--- src/rtl/seat_request_queue.sv ---
// Two-kiosk seat request front-end: round-robin grant, validation, FIFO, gap-spaced write replay.
// Define SEAT_REQ_REJECT_CNT_EN to add the saturating reject_cnt output.
module seat_request_queue #(
    parameter int DEPTH = 4,
    parameter int SEATS = 8,
    parameter int GAP   = 1
) (
    input  logic        clk,
    input  logic        rst_n,
    input  logic        k0_valid,
    output logic        k0_ready,
    input  logic [31:0] k0_student_no,
    input  logic [4:0]  k0_seat_no,
    input  logic [1:0]  k0_seat_state,
    input  logic        k1_valid,
    output logic        k1_ready,
    input  logic [31:0] k1_student_no,
    input  logic [4:0]  k1_seat_no,
    input  logic [1:0]  k1_seat_state,
    output logic        write,
    output logic [31:0] Student_No,
    output logic [4:0]  Seat_No,
    output logic [1:0]  Seat_State,
    output logic [4:0]  level,
    output logic        err
`ifdef SEAT_REQ_REJECT_CNT_EN
    ,
    output logic [7:0]  reject_cnt
`endif
);

    localparam int PW = $clog2(DEPTH);
    localparam logic [4:0] LVL_MAX  = 5'(DEPTH);
    localparam logic [4:0] SEAT_MAX = 5'(SEATS);
    localparam logic [2:0] GAP_LOAD = (GAP > 0) ? 3'(GAP - 1) : 3'd0;

    localparam logic [1:0] ST_IDLE  = 2'd0;
    localparam logic [1:0] ST_ISSUE = 2'd1;
    localparam logic [1:0] ST_GAP   = 2'd2;

    typedef struct packed {
        logic [31:0] student;
        logic [4:0]  seat;
        logic [1:0]  state;
    } entry_t;

    entry_t          mem [DEPTH];
    entry_t          req;
    entry_t          hold;
    logic [PW-1:0]   rd_ptr;
    logic [PW-1:0]   wr_ptr;
    logic            rr;
    logic [1:0]      fsm;
    logic [2:0]      gap_cnt;
    logic            grant0;
    logic            grant1;
    logic            accept;
    logic            legal;
    logic            push;
    logic            reject;
    logic            pop_ok;
    logic            pop;

    always_comb begin
        grant0   = k0_valid && (!k1_valid || !rr);
        grant1   = k1_valid && (!k0_valid || rr);
        k0_ready = rst_n && (level < LVL_MAX) && grant0;
        k1_ready = rst_n && (level < LVL_MAX) && grant1;
        accept   = (k0_valid && k0_ready) || (k1_valid && k1_ready);

        req.student = grant0 ? k0_student_no : k1_student_no;
        req.seat    = grant0 ? k0_seat_no    : k1_seat_no;
        req.state   = grant0 ? k0_seat_state : k1_seat_state;

        legal  = (req.seat != 5'd0) && (req.seat <= SEAT_MAX) && (req.state != 2'd3);
        push   = accept && legal;
        reject = accept && !legal;
    end

    // The last GAP cycle may pop directly so pulses with a backlog land GAP+1 cycles apart.
    always_comb begin
        pop_ok = 1'b0;
        case (fsm)
            ST_IDLE:  pop_ok = 1'b1;
            ST_ISSUE: pop_ok = (GAP == 0);
            ST_GAP:   pop_ok = (gap_cnt == 3'd0);
            default:  pop_ok = 1'b0;
        endcase
        pop = pop_ok && (level != 5'd0);
    end

    always_ff @(posedge clk) begin
        if (push) begin
            mem[wr_ptr] <= req;
        end
    end

    // The popped head waits in hold for one cycle and reaches the outputs together with write.
    always_ff @(posedge clk) begin
        if (!rst_n) begin
            rd_ptr     <= '0;
            wr_ptr     <= '0;
            level      <= 5'd0;
            rr         <= 1'b0;
            fsm        <= ST_IDLE;
            gap_cnt    <= 3'd0;
            hold       <= '0;
            write      <= 1'b0;
            Student_No <= 32'd0;
            Seat_No    <= 5'd0;
            Seat_State <= 2'd0;
            err        <= 1'b0;
        end else begin
            if (push) begin
                wr_ptr <= wr_ptr + PW'(1);
            end
            if (pop) begin
                rd_ptr <= rd_ptr + PW'(1);
                hold   <= mem[rd_ptr];
            end
            level <= level + {4'd0, push} - {4'd0, pop};
            rr    <= rr ^ (k0_valid && k1_valid);
            err   <= reject;
            write <= (fsm == ST_ISSUE);
            if (fsm == ST_ISSUE) begin
                {Student_No, Seat_No, Seat_State} <= hold;
            end

            case (fsm)
                ST_IDLE: begin
                    if (pop) begin
                        fsm <= ST_ISSUE;
                    end
                end
                ST_ISSUE: begin
                    if (GAP > 0) begin
                        fsm     <= ST_GAP;
                        gap_cnt <= GAP_LOAD;
                    end else if (!pop) begin
                        fsm <= ST_IDLE;
                    end
                end
                ST_GAP: begin
                    if (gap_cnt == 3'd0) begin
                        fsm <= pop ? ST_ISSUE : ST_IDLE;
                    end else begin
                        gap_cnt <= gap_cnt - 3'd1;
                    end
                end
                default: fsm <= ST_IDLE;
            endcase
        end
    end

`ifdef SEAT_REQ_REJECT_CNT_EN
    always_ff @(posedge clk) begin
        if (!rst_n) begin
            reject_cnt <= 8'd0;
        end else if (reject && (reject_cnt != 8'hFF)) begin
            reject_cnt <= reject_cnt + 8'd1;
        end
    end
`endif

endmodule

--- config.mk ---
export PLATFORM = sky130hd
export DESIGN_NAME = seat_request_queue
export DESIGN_NICKNAME = d
export VERILOG_FILES = /design/src/rtl/seat_request_queue.sv
export SDC_FILE = /design/constraint.sdc
export NUM_CORES = 1
export LEC_CHECK = 0
export BUFFER_PORTS_ARGS = -buffer_cell sky130_fd_sc_hd__buf_2
export CAP_MARGIN = 0
export CORE_ASPECT_RATIO = 1.2
export CORE_MARGIN = 3
export CORE_UTILIZATION = 57
export DETAILED_ROUTE_END_ITERATION = 8
export PLACE_DENSITY = 0.79
export SYNTH_ARGS = -nofsm -noshare
export SYNTH_HDL_FRONTEND = slang
export SYNTH_SLANG_ARGS = --single-unit
--- constraint.sdc ---
create_clock -name clk -period 3.6 [get_ports clk]
set_input_delay 0.54 -clock clk [delete_from_list [all_inputs] [get_ports clk]]
set_output_delay 0.54 -clock clk [all_outputs]
set_load 0.05 [all_outputs]
==> flow_summary.rst, run 1 <==
.. list-table::
   :header-rows: 1

   * - Metric
     - Value
   * - Total nets after synthesis
     - approximately 800
   * - Asr flop ratio synth
     - 0%
   * - EDFF count, synth
     - about 160
   * - Number of warnings issued by yosys
     - 0
   * - Arrival time reported for the critical path endpoint
     - roughly 3.4 ns
   * - Clk buf depth
     - 3
   * - Area taken by flip-flops and latches
     - 6590 um2
   * - Num rows
     - 51
   * - Highest ir drop seen on vdd
     - between 400 and 500 uV
   * - Max Clock Skew
     - approximately 0.011 ns
   * - Initial DRT Pass Iterations
     - 5
   * - WP buf/inv
     - 3
   * - H-tree depth reported by CTS
     - 1
   * - Vias per cell
     - about 5.7
   * - Number of vias in the routed layout
     - 5,988
   * - Setup Total Neg Slack
     - 0 ns
   * - Cells taking the most area after synthesis
     - sky130_fd_sc_hd__edfxtp_1 48%, sky130_fd_sc_hd__dfxtp_1 19%, sky130_fd_sc_hd__mux4_2 9.0%
   * - TritonCTS clock tree
     - yes
   * - Number of buffers inserted during clock tree synthesis
     - 24
   * - Fraction of final layout cells sized beyond drive strength 1
     - between 20% and 30%
   * - Sum of overflow across all layers after global routing
     - 0
   * - Required time worst endpoint
     - ~4.0 ns
   * - Cell family contributing the most delay on the critical path
     - adder cells
   * - Fraction of the cycle the final worst path needs
     - between 80% and 90%
   * - Post-Synthesis Cell Area
     - a little under 10,000 um2
   * - Top cell by count, worst path
     - sky130_fd_sc_hd__ha_1
   * - Count of mapped cells out of synthesis
     - about 710
   * - Area growth, synth to finish
     - 16.7%
   * - Kind of end point of the critical path
     - register
   * - Result of the run
     - finished clean
   * - NumNets Final
     - 925
   * - Startpoint types
     - register
   * - Ports
     - 130
   * - Worst max-slew margin expressed relative to the limit
     - between 20% and 30%
   * - Number of post-CTS setup repair buffers
     - 0
   * - Routed Antenna Nets
     - 0
   * - Combined area of the multi-input logic cells
     - 2930 um2
   * - Clock transition at path regs
     - 0.06 ns
   * - Critical path's slowest cell
     - sky130_fd_sc_hd__fa_1
   * - Hold violation count in the final report
     - 0
   * - Die Y-Extent
     - 149 um
   * - Sink count of the clock tree
     - 251
   * - Delay contributed by the slowest stage of the critical path
     - approximately 0.42 ns
   * - ANT cells
     - 0
   * - Max-cap violations
     - 0
   * - Setup repair after global routing missed its margin
     - false
   * - Port Buffer Count
     - ~130
   * - Finish-stage setup viols
     - 0
   * - Cell type with the highest aggregate area in the netlist
     - sky130_fd_sc_hd__edfxtp_1
   * - Area share of the leading cell type in the synthesized netlist
     - 47.9%
   * - Most instantiated flip-flop cell in the synthesis netlist
     - sky130_fd_sc_hd__edfxtp_1
   * - Ordered list of cells on the worst path
     - inv_1 > ha_1 > nand3b_1 > o21bai_1 > a21oi_2 > inv_2 > ha_1 > inv_1 > ha_1 > fa_1 > a21oi_1 > o21bai_1 > xnor2_1 > and2_1
   * - Leakage
     - between 0.004 and 0.005 uW
   * - Pins over their slew limit
     - 0
   * - Global-route wire length before repair
     - ~32 mm
   * - Final WL
     - between 20 and 25 mm
   * - CP Class
     - register to register
   * - Starting density of the core
     - a little under 60%
   * - Violation count after the first detailed-routing iteration
     - between 300 and 400
   * - DR DRC count
     - 0
   * - Half-perimeter wire length of the detailed placement result
     - ~12 mm
   * - Count of fill cells added during filler insertion
     - around 1,100
   * - Initial antenna violation count
     - 0
   * - Final min period
     - a little over 3 ns
   * - Vias in the first global route
     - approximately 6,300
   * - Insertion delay to the later sink of the worst-skew pair
     - between 0.5 and 0.6 ns
   * - # hold bufs at CTS
     - 0
   * - Floorplan die width
     - approximately 130 um
   * - Peak fanout along the critical path
     - 5
   * - Measured slew at the worst slew-check pin
     - around 1.1 ns
   * - Distinct cell type count of the synthesized netlist
     - 44
   * - Maximum clock rate
     - around 330 MHz
   * - Die ar.
     - 18,800 um2
   * - Gpl congestion
     - between 0.8 and 0.9
   * - Core area
     - between 15,000 and 20,000 um2
   * - Power after layout
     - 8200 uW
   * - #FFs+latches synth
     - about 250
   * - Total routing resource utilization after global routing
     - 21.6%
   * - Synthesized area per cell
     - approximately 14 um2
   * - Ratio of total power to cell area
     - 719 nW/um2
   * - Sequential share of the synthesized area
     - about two thirds
   * - Path class of the lowest-slack min-delay path
     - input pin to register
   * - CTS root buffer
     - sky130_fd_sc_hd__clkbuf_16
   * - Pin count of the biggest net entering global routing
     - 57
   * - Average detailed-routed wire length per instance
     - approximately 19 um
   * - Count of instances resized after the clock tree is built
     - 0
==> layout by cell type, fill, tap and decap left out, types with 3 or more instances in the layout <==
cell                        instances
sky130_fd_sc_hd__inv_1             14
sky130_fd_sc_hd__clkinv_2           5
sky130_fd_sc_hd__a21oi_1            7
sky130_fd_sc_hd__nand2_1          201
sky130_fd_sc_hd__a21boi_1          40
sky130_fd_sc_hd__edfxtp_1         156
sky130_fd_sc_hd__a22o_1            39
sky130_fd_sc_hd__ha_1              13
sky130_fd_sc_hd__nor2_1             5
sky130_fd_sc_hd__xnor2_1            3
sky130_fd_sc_hd__clkbuf_8           3
sky130_fd_sc_hd__o21ai_0            3
sky130_fd_sc_hd__mux4_2            39
sky130_fd_sc_hd__and2_2             5
sky130_fd_sc_hd__o21a_1             4
sky130_fd_sc_hd__buf_4              5
sky130_fd_sc_hd__clkbuf_16         25
sky130_fd_sc_hd__clkinv_1           4
sky130_fd_sc_hd__clkbuf_1           5
sky130_fd_sc_hd__buf_2            129
sky130_fd_sc_hd__dfxtp_1           93
sky130_fd_sc_hd__and2_1             9
sky130_fd_sc_hd__buf_12             4
==> per-stage QoR <==
stage | cell area (um2) | setup WS, ns | hold WS (ns) | util, % | cells
floorplan | 9770 | 0.562 | 0.435 | - | 707
global placement | 10600 | 0.665 | 0.440 | 64.2 | 1015
detailed placement | 10600 | 0.447 | 0.447 | 64.2 | 1015
CTS | 11400 | 0.576 | 0.358 | 69.0 | 1059
global route | 11400 | 0.391 | 0.382 | 69.0 | 1059
finish | 11400 | 0.568 | 0.371 | 69.0 | 1059
==> cell families after synthesis <==
kind of cell             share of synthesized area (%)
multiplexers                                      9.19
adder cells (fa/ha/maj)                           1.87
XOR/XNOR                                         0.448
AND/OR/NAND/NOR                                   9.99
flip-flops                                        67.4
AO/OA/AOI/OAI                                     8.25
buffers and inverters                             2.84
==> where the power goes <==
part           switching, uW  leakage (uW)  total, uW  internal, uW
clock network           1000      0.000390       2480          1470
registers                350       0.00219       3750          3400
logic                   1200       0.00189       1980           779
total                   2550       0.00447       8200          5650
==> registers in the layout (all words and copies together) (netlist names) <==
signal / flops
Seat_No: 5
write: 1
rd_ptr: 2
err: 1
hold: 39
Student_No: 32
gap_cnt: 3
fsm: 2
rr: 1
mem: 156
Seat_State: 2
wr_ptr: 2
level: 5
==> worst register-to-register path, delay by kind of cell (launching register included) <==
| kind | cells | cell delay, ns |
|---|---|---|
| and+or+nand+nor | 2 | 0.36 |
| adders and majority gates | 4 | 1.08 |
| AOI/OAI and AO/OA | 4 | 0.80 |
| buffers and inverters | 3 | 0.25 |
| xor gates and xnor gates | 1 | 0.14 |
| DFF | 1 | 0.31 |
==> cells in the mapped netlist, types with 2 or more instances <==
cell type and number:
sky130_fd_sc_hd__edfxtp_1 156, sky130_fd_sc_hd__o31ai_1 2, sky130_fd_sc_hd__mux4_2 39, sky130_fd_sc_hd__a22o_1 39, sky130_fd_sc_hd__nand4_1 2, sky130_fd_sc_hd__o21ai_0 3
sky130_fd_sc_hd__xor2_1 2, sky130_fd_sc_hd__clkbuf_1 18, sky130_fd_sc_hd__or4_1 2, sky130_fd_sc_hd__o21a_1 4, sky130_fd_sc_hd__mux2i_1 2, sky130_fd_sc_hd__buf_2 13
sky130_fd_sc_hd__a21oi_1 7, sky130_fd_sc_hd__xnor2_1 3, sky130_fd_sc_hd__nor2b_1 3, sky130_fd_sc_hd__buf_6 2, sky130_fd_sc_hd__inv_1 14, sky130_fd_sc_hd__buf_4 7
sky130_fd_sc_hd__o21bai_1 2, sky130_fd_sc_hd__nor2_1 5, sky130_fd_sc_hd__ha_1 13, sky130_fd_sc_hd__nand2_1 201, sky130_fd_sc_hd__a21boi_1 40, sky130_fd_sc_hd__and2_1 14
sky130_fd_sc_hd__dfxtp_1 95
==> path summary, 6_finish.rpt <==
check                              from               endpoint  slack (ns)  cells past startpoint
hold / removal        k0_student_no[23]   mem[2][30]$_DFFE_PP_        0.37                      3
setup reg to reg    level[3]$_SDFF_PN0_    level[4]$_SDFF_PN0_        0.57                     14
setup / recovery    level[3]$_SDFF_PN0_    level[4]$_SDFF_PN0_        0.57                     14
hold reg to reg   hold[19]$_SDFFE_PN0P_  hold[19]$_SDFFE_PN0P_        0.45                      2
==> per-layer routing <==
layer / global-route usage, % / wire length, um
met5: 0 / 0
met4: 6.18 / 360
met3: 3.36 / 1260
met2: 39.5 / 10600
met1: 26.8 / 7930
==> cell type report <==
type / instances / area share (%)
clock buffers: 33 / 6.01
clock inverters: 11 / 0.911
inverters: 16 / 0.538
multi-input cells: 398 / 25.7
flip-flops and latches: 251 / 57.8
well taps: 212 / 2.33
repair buffers: 138 / 6.70
Power figures use the tool's default switching activity.
==> run 2, diff against run 1 <==
- ABC_AREA: unset -> 1
- clock period: 3.6 -> 2.8 ns (I/O delays scaled with it)
==> run 2 against run 1 <==
  * Core utilization decreased by 0.14 points
  * Setup slack worse by 0.39 ns
  * Global-route usage shrank 0.95 points
  * Clock power increased by 26%
  * Critical endpoint unchanged
  * Total power rose by 44%
  * Wire length decreased by 0.56%
  * Flip-flop and latch count is the same
  * Hold slack worse by 0.15 ns
==> flow_summary.rst, run 2 <==
.. list-table::
   :header-rows: 1

   * - Metric
     - Value
   * - Max Clock Skew
     - 0.0118 ns (+0.000792 ns)
   * - Regs by FF count
     - mem x156, hold x39, Student_No x32
   * - Half-perimeter wire length of the detailed placement result
     - 12.5 mm (+3.3%)
   * - CTS root buffer
     - sky130_fd_sc_hd__clkbuf_16
   * - Hold Crit Depth
     - 3 (unchanged)
   * - Fraction of the cycle the final worst path needs
     - 93.6% (+9.4 points)
   * - Total nets after synthesis
     - 990 (+23%)
   * - Initial DRT Pass Iterations
     - 5 (unchanged)
   * - Highest ir drop seen on vdd
     - 571 uV (+31%)
   * - Leading cell types in the layout, fill and taps excluded
     - 160 x sky130_fd_sc_hd__o21ai_0, 159 x sky130_fd_sc_hd__nor2_1, 156 x sky130_fd_sc_hd__edfxtp_1
   * - Fraction of final layout cells sized beyond drive strength 1
     - 24.9% (-2.1 points)
   * - Sequential share of the synthesized area
     - 66.3% (-1.1 points)
   * - Pins over their slew limit
     - 0 (unchanged)
   * - Count of mapped cells out of synthesis
     - 894 (+26%)
   * - Result of the run
     - finished clean
   * - Number of buffers inserted during clock tree synthesis
     - 23 (-4.2%)
   * - Pin count of the biggest net entering global routing
     - 91 (+60%)
   * - Area share of the leading cell type in the synthesized netlist
     - 47.2% (-0.76 points)
   * - Most instantiated cells after synthesis
     - 163 x sky130_fd_sc_hd__nor2_1, 160 x sky130_fd_sc_hd__o21ai_0, 156 x sky130_fd_sc_hd__edfxtp_1
   * - Number of vias in the routed layout
     - 6,799 (+14%)
   * - Critical path's slowest cell
     - sky130_fd_sc_hd__fa_1
   * - DR DRC count
     - 0 (unchanged)
   * - Cells taking the most area after synthesis
     - sky130_fd_sc_hd__edfxtp_1 47%, sky130_fd_sc_hd__dfxtp_1 19%, sky130_fd_sc_hd__o21ai_0 8.1%
   * - Setup Total Neg Slack
     - 0 ns (unchanged)
   * - Violation count after the first detailed-routing iteration
     - 624 (+94%)
   * - Average detailed-routed wire length per instance
     - 16.0 um (-16%)
   * - Final min period
     - 2.62 ns (-0.410 ns)
   * - Kind of end point of the critical path
     - register
   * - Gpl congestion
     - 0.779 (-3.2%)
   * - End of the worst register-to-register path
     - level[4]$_SDFF_PN0_
   * - Leakage
     - 0.00459 uW (+2.6%)
   * - Power after layout
     - 11,800 uW (+44%)
   * - Commonest non-fill, non-tap cell in the layout
     - sky130_fd_sc_hd__o21ai_0
   * - Top-count cell post-synth
     - sky130_fd_sc_hd__nor2_1
   * - Port Buffer Count
     - 129 (unchanged)
   * - Area growth, synth to finish
     - 17.7%
   * - Number of post-CTS setup repair buffers
     - 0 (unchanged)
   * - Setup repair after global routing missed its margin
     - false
   * - Max-cap violations
     - 0 (unchanged)
   * - Routed Antenna Nets
     - 0 (unchanged)
   * - Reg2Reg Setup Slack
     - 0.18 ns (-0.39 ns)
   * - TritonCTS clock tree
     - yes
   * - Num rows
     - 52 (+2.0%)
   * - Peak fanout along the critical path
     - 3 (-2)
   * - Die ar.
     - 19,000 um2 (+1.5%)
   * - Starting density of the core
     - 58.5% (-0.65 points)
   * - Top cell by count, worst path
     - sky130_fd_sc_hd__ha_1
   * - Worst min-delay path startpoint
     - k1_valid
   * - Required time worst endpoint
     - 3.23 ns (-0.77 ns)
   * - Vias per cell
     - 5.44 (-3.8%)
   * - Cell type with the highest aggregate area in the netlist
     - sky130_fd_sc_hd__edfxtp_1
   * - Hold violation count in the final report
     - 0 (unchanged)
   * - R2R depth
     - 14 (unchanged)
   * - Clk buf depth
     - 3 (unchanged)
   * - CP Class
     - register to register
   * - Worst max-slew margin expressed relative to the limit
     - 49.3% (+22 points)
   * - Initial antenna violation count
     - 0 (unchanged)
   * - Distinct cell type count of the synthesized netlist
     - 30 (-32%)
   * - EDFF count, synth
     - 156 (unchanged)
   * - Most flops, register
     - mem
   * - Insertion delay to the later sink of the worst-skew pair
     - 0.50 ns (about the same)
   * - Finish-stage setup viols
     - 0 (unchanged)
   * - Post-Synthesis Cell Area
     - 9930 um2 (+1.6%)
   * - NumNets Final
     - 1,114 (+20%)
   * - Startpoint types
     - register
   * - Ports
     - 130 (unchanged)
   * - Die Y-Extent
     - 151 um (+0.77%)
   * - Hold path endpoint
     - rr$_SDFF_PN0_
   * - #FFs+latches synth
     - 251 (unchanged)
   * - Total routing resource utilization after global routing
     - 20.7% (-0.95 points)
   * - Asr flop ratio synth
     - 0% (unchanged)
   * - Floorplan die width
     - 126 um (+0.77%)
   * - Number of warnings issued by yosys
     - 0 (unchanged)
   * - Maximum clock rate
     - 381 MHz (+16%)
   * - Vias in the first global route
     - 6,368 (+1.0%)
   * - Core area
     - 17,000 um2 (+2.7%)
   * - Delay contributed by the slowest stage of the critical path
     - 0.41 ns (about the same)
   * - Arrival time reported for the critical path endpoint
     - 3.06 ns (-0.37 ns)
   * - Largest register FFs
     - 156 (unchanged)
   * - Synthesized area per cell
     - 11.1 um2 (-20%)
   * - Global-route wire length before repair
     - 31.8 mm (-0.50%)
   * - ANT cells
     - 0 (unchanged)
   * - Most instantiated flip-flop cell in the synthesis netlist
     - sky130_fd_sc_hd__edfxtp_1
   * - Clock transition at path regs
     - 0.06 ns (about the same)
   * - Measured slew at the worst slew-check pin
     - 0.760 ns (-0.337 ns)
   * - Sink count of the clock tree
     - 251 (unchanged)
   * - Path class of the lowest-slack min-delay path
     - input pin to register
   * - Sum of overflow across all layers after global routing
     - 0 (unchanged)
   * - Ratio of total power to cell area
     - 1010 nW/um2 (+40%)
   * - Ordered list of cells on the worst path
     - inv_1 > ha_1 > nand3_4 > a21oi_4 > nand4_4 > ha_1 > inv_1 > ha_1 > fa_1 > nand2_1 > a21oi_1 > nor2_1 > o21ai_0 > a21oi_1
   * - H-tree depth reported by CTS
     - 1 (unchanged)
   * - Launching point of the worst reg2reg path
     - level[3]$_SDFF_PN0_
   * - Final WL
     - 20.0 mm (-0.56%)
   * - Hold slack final
     - 0.221 ns (-0.150 ns)
## run 2: cell count changes in the layout (fill, tap and decap cells not counted), sizes merged, moves of 32 or more
cell | previous run | this run
a21oi | 8 | 54
inv | 15 | 57
o22ai | 0 | 40
nand2 | 201 | 40
mux2 | 0 | 32
mux4 | 39 | 0
nor2 | 5 | 166
o21ai | 3 | 163
a21boi | 41 | 0
a22o | 39 | 0
## run 2: worst max-delay path by stage
stage / start / end / cells past startpoint
after floorplan: level[3]$_SDFF_PN0_ / mem[0][0]$_DFFE_PP_ / 6
after global placement: k1_valid / level[4]$_SDFF_PN0_ / 16
after detailed placement: k1_valid / level[4]$_SDFF_PN0_ / 16
after CTS: level[3]$_SDFF_PN0_ / level[4]$_SDFF_PN0_ / 14
after global routing: rr$_SDFF_PN0_ / level[4]$_SDFF_PN0_ / 15
final: level[3]$_SDFF_PN0_ / level[4]$_SDFF_PN0_ / 14
## run 2: layout make-up
class	instances	area (um2)
Inverter	58	218
Fill cell	1204	5290
Sequential cell	251	6590
Multi-Input combinational cell	529	2920
Clock inverter	17	189
Clock buffer	24	579
Tap cell	216	270
Timing Repair Buffer	155	928
## run 2: what timing repair did
| item | CTS | global route |
|---|---|---|
| setup endpoints to repair | 0 | 1 |
| resized for setup | 0 | 3 |
| endpoints found under the hold margin | 0 | 0 |
| hold buffers | 0 | 0 |
## run 2: routing by layer
metal	global-route usage (%)	part of all wire (%)
met1	29.0	44
met2	34.7	48
met3	2.31	5.8
met4	5.53	1.7
met5	0	0
## run 2: worst max-delay path: cells and delay by family, from the launching register on
| family | cells | cell delay (ns) |
|---|---|---|
| fa+ha+maj | 4 | 1.13 |
| simple gates | 4 | 0.49 |
| flops | 1 | 0.32 |
| compound gates | 4 | 0.47 |
| buf+inv | 2 | 0.15 |
## run 2: metrics by stage
step | setup slack, ns | area (um2) | cells | util (%)
floorplan | -0.545 | 9930 | 894 | -
global placement | 0.0562 | 10900 | 1209 | 64.2
detailed placement | 0.0233 | 10900 | 1209 | 64.2
CTS | 0.0451 | 11700 | 1250 | 68.7
global route | 0.0190 | 11700 | 1250 | 68.8
finish | 0.178 | 11700 | 1250 | 68.8
## run 2: kinds of logic after synthesis
logic type               synth area share [%]
XOR/XNOR                               0.0882
AO/OA/AOI/OAI                            13.7
buffers and inverters                    4.90
adder cells (fa/ha/maj)                  1.84
multiplexers                             3.63
flip-flops                               66.3
AND/OR/NAND/NOR                          9.46
## run 2: where the power goes
part	leakage [uW]	total (uW)	internal, uW	switching, uW
clock	0.000374	3130	1870	1260
sequential	0.00219	4680	4470	212
combinational	0.00202	3970	1100	2860
total	0.00459	11800	7440	4340
==> run 3, diff against run 2 <==
- ABC_AREA: 1 -> unset
==> run 3 against run 2 <==
  * Largest cell class unchanged
  * First-iteration DRC count decreased by 34%
  * Core utilization is 1.1 points higher
  * Critical path depth unchanged
  * The run now ends with setup timing left
  * Critical endpoint unchanged
==> flow_summary.rst, run 3 (same netlist as run 1, synthesis figures left out) <==
.. list-table::
   :header-rows: 1

   * - Metric
     - Value
   * - Gpl congestion
     - 0.789 (+1.3%)
   * - Vias in the first global route
     - 6,379 (+0.17%)
   * - CTS root buffer
     - sky130_fd_sc_hd__clkbuf_16
   * - Leading cell types in the layout, fill and taps excluded
     - 201 x sky130_fd_sc_hd__nand2_1, 156 x sky130_fd_sc_hd__edfxtp_1, 129 x sky130_fd_sc_hd__buf_2
   * - Initial antenna violation count
     - 0 (unchanged)
   * - Cell family contributing the most delay on the critical path
     - adder cells
   * - Peak fanout along the critical path
     - 4 (+1)
   * - Arrival time reported for the critical path endpoint
     - 3.26 ns (+0.20 ns)
   * - Highest ir drop seen on vdd
     - 817 uV (+43%)
   * - Insertion delay to the later sink of the worst-skew pair
     - 0.50 ns (about the same)
   * - Sequential power share
     - 44.1% (+4.4 points)
   * - Hold slack final
     - 0.265 ns (+0.0444 ns)
   * - Clock network power share
     - 29.6% (+3.0 points)
   * - Maximum clock rate
     - 353 MHz (-7.5%)
   * - Worst max-slew margin expressed relative to the limit
     - 46.6% (-2.7 points)
   * - Most flops, register
     - mem
   * - DR DRC count
     - 0 (unchanged)
   * - Failing checks
     - setup timing
   * - Final std cell area, no fill
     - 11,500 um2 (-1.2%)
   * - Fraction of the cycle the final worst path needs
     - 101% (+7.6 points)
   * - Final Worst Setup Slack
     - -0.0343 ns (-0.213 ns)
   * - Largest register FFs
     - 156 (unchanged)
   * - Placed inst area
     - 10,700 um2 (-2.1%)
   * - # hold bufs at CTS
     - 0 (unchanged)
   * - Ratio of total power to cell area
     - 932 nW/um2 (-7.5%)
   * - Die ar.
     - 18,800 um2 (-1.5%)
   * - NumNets Final
     - 939 (-16%)
   * - Sink count of the clock tree
     - 251 (unchanged)
   * - Required time worst endpoint
     - 3.22 ns (about the same)
   * - Ordered list of cells on the worst path
     - inv_4 > ha_4 > nand3b_1 > o21bai_4 > a21oi_4 > inv_2 > ha_4 > inv_2 > ha_4 > fa_2 > a21oi_2 > o21bai_1 > xnor2_1 > and2_1
   * - Initial DRT Pass Iterations
     - 5 (unchanged)
   * - Startpoint types
     - register
   * - Global-route wire length before repair
     - 32.7 mm (+2.7%)
   * - Total routing resource utilization after global routing
     - 21.9% (+1.2 points)
   * - Path class of the lowest-slack min-delay path
     - input pin to register
   * - Max-cap violations
     - 0 (unchanged)
   * - Top cell by count, worst path
     - sky130_fd_sc_hd__ha_4
   * - Pin count of the biggest net entering global routing
     - 57 (-37%)
   * - Pins over their slew limit
     - 0 (unchanged)
   * - Result of the run
     - finished, violations left
   * - Critical path's slowest cell
     - sky130_fd_sc_hd__fa_2
   * - Starting density of the core
     - 59.1% (+0.65 points)
   * - Fraction of power spent switching nets
     - 31.0% (-5.8 points)
   * - Kind of end point of the critical path
     - register
   * - Measured slew at the worst slew-check pin
     - 0.801 ns (+0.0409 ns)
   * - H-tree depth reported by CTS
     - 1 (unchanged)
   * - Setup repair after global routing missed its margin
     - true
   * - Count of fill cells added during filler insertion
     - 1,078 (-10%)
   * - Fraction of final layout cells sized beyond drive strength 1
     - 29.7% (+4.8 points)
   * - WP buf/inv
     - 3 (+1)
   * - Regs by FF count
     - mem x156, hold x39, Student_No x32
   * - Combinational share of power
     - 26.3% (-7.4 points)
   * - Leakage
     - 0.00454 uW (-1.0%)
   * - Final WL
     - 20.3 mm (+1.3%)
   * - Finish-stage setup viols
     - 1 (+1)
   * - Delay contributed by the slowest stage of the critical path
     - 0.37 ns (-0.04 ns)
   * - Sum of overflow across all layers after global routing
     - 0 (unchanged)
   * - Area growth, synth to finish
     - 18.2%
   * - Setup Total Neg Slack
     - -0.0343 ns (-0.0343 ns)
   * - ANT cells
     - 0 (unchanged)
   * - Clk buf depth
     - 3 (unchanged)
   * - Number of vias in the routed layout
     - 5,998 (-12%)
   * - Reg2Reg Setup Slack
     - -0.03 ns (-0.21 ns)
   * - Core area
     - 16,500 um2 (-2.7%)
   * - Sw Pwr
     - 3340 uW (-23%)
   * - Max Clock Skew
     - 0.00703 ns (-0.00480 ns)
   * - Commonest non-fill, non-tap cell in the layout
     - sky130_fd_sc_hd__nand2_1
   * - Power Internal
     - 7430 uW (-0.17%)
   * - Average detailed-routed wire length per instance
     - 18.9 um (+18%)
   * - Routed Antenna Nets
     - 0 (unchanged)
   * - Num rows
     - 51 (-1.9%)
   * - Number of buffers inserted during clock tree synthesis
     - 23 (unchanged)
   * - Vias per cell
     - 5.60 (+3.0%)
   * - Die Y-Extent
     - 149 um (-0.77%)
   * - Violation count after the first detailed-routing iteration
     - 411 (-34%)
   * - Hold violation count in the final report
     - 0 (unchanged)
   * - Half-perimeter wire length of the detailed placement result
     - 12.6 mm (+1.1%)
   * - TritonCTS clock tree
     - yes
   * - CP Class
     - register to register
   * - Port Buffer Count
     - 129 (unchanged)
   * - Floorplan die width
     - 126 um (-0.76%)
   * - Final min period
     - 2.83 ns (+0.213 ns)
   * - Clock transition at path regs
     - 0.06 ns (about the same)
   * - Ports
     - 130 (unchanged)
==> run 3: metal layers <==
metal	wire (um)	up-vias	GRT usage [%]	share of wire [%]
met2	10600	215	39.2	52
met5	0	-	0	0
met4	507	0	8.08	2.5
li1	-	2815	-	-
met1	7800	2923	26.8	38
met3	1330	45	3.75	6.6
==> run 3: worst paths after layout <==
path,cells past startpoint,from,to
worst max-delay path,14,level[3]$_SDFF_PN0_,level[4]$_SDFF_PN0_
worst min-delay path,3,k0_student_no[25],mem[2][32]$_DFFE_PP_
worst max register to register,14,level[3]$_SDFF_PN0_,level[4]$_SDFF_PN0_
worst min register to register,2,hold[18]$_SDFFE_PN0P_,hold[18]$_SDFFE_PN0P_
==> run 3: area by class of cell <==
| type | count | area (um2) | area share [%] |
|---|---|---|---|
| flip-flops and latches | 251 | 6600 | 57.1 |
| multi-input cells | 398 | 2990 | 25.9 |
| repair buffers | 153 | 851 | 7.37 |
| clock buffers | 28 | 614 | 5.32 |
| well taps | 212 | 265 | 2.30 |
| clock inverters | 13 | 164 | 1.42 |
| inverters | 16 | 63.8 | 0.552 |
==> run 3: worst register-to-register path, cell delays in order, from the launching register on <==
cell and delay (ns):
sky130_fd_sc_hd__dfxtp_4 0.35, sky130_fd_sc_hd__inv_4 0.06, sky130_fd_sc_hd__ha_4 0.11, sky130_fd_sc_hd__nand3b_1 0.20, sky130_fd_sc_hd__o21bai_4 0.27, sky130_fd_sc_hd__a21oi_4 0.20
sky130_fd_sc_hd__inv_2 0.08, sky130_fd_sc_hd__ha_4 0.27, sky130_fd_sc_hd__inv_2 0.04, sky130_fd_sc_hd__ha_4 0.16, sky130_fd_sc_hd__fa_2 0.37, sky130_fd_sc_hd__a21oi_2 0.16
sky130_fd_sc_hd__o21bai_1 0.10, sky130_fd_sc_hd__xnor2_1 0.20, sky130_fd_sc_hd__and2_1 0.18
==> run 3: power by group through the flow <==
stage,Sequential [uW],Combinational [uW],Clock [uW]
5_1_grt,4820,3080,3380
6_report,4750,2830,3190
3_3_place_gp,4800,2540,0
2_1_floorplan,5030,1800,0
3_5_place_dp,4820,2670,0
4_1_cts,4760,2750,3230
==> run 3: per-stage QoR <==
step | worst slack, ns | power [uW] | utilization (%) | std cells
floorplan | 0.0219 | 6830 | - | 707
global placement | 0.0205 | 7340 | 64.5 | 1025
detailed placement | -0.169 | 7500 | 64.5 | 1025
CTS | 0.00684 | 10700 | 69.5 | 1067
global route | -0.0914 | 11300 | 69.9 | 1071
finish | -0.0343 | 10800 | 69.9 | 1071
==> run 3: what timing repair did <==
| item | in CTS | in global routing |
|---|---|---|
| gates resized for setup | 8 | 7 |
| endpoints found under the setup margin | 1 | 2 |
| buffers inserted | 1 | 4 |
| pin swaps | 2 | 7 |
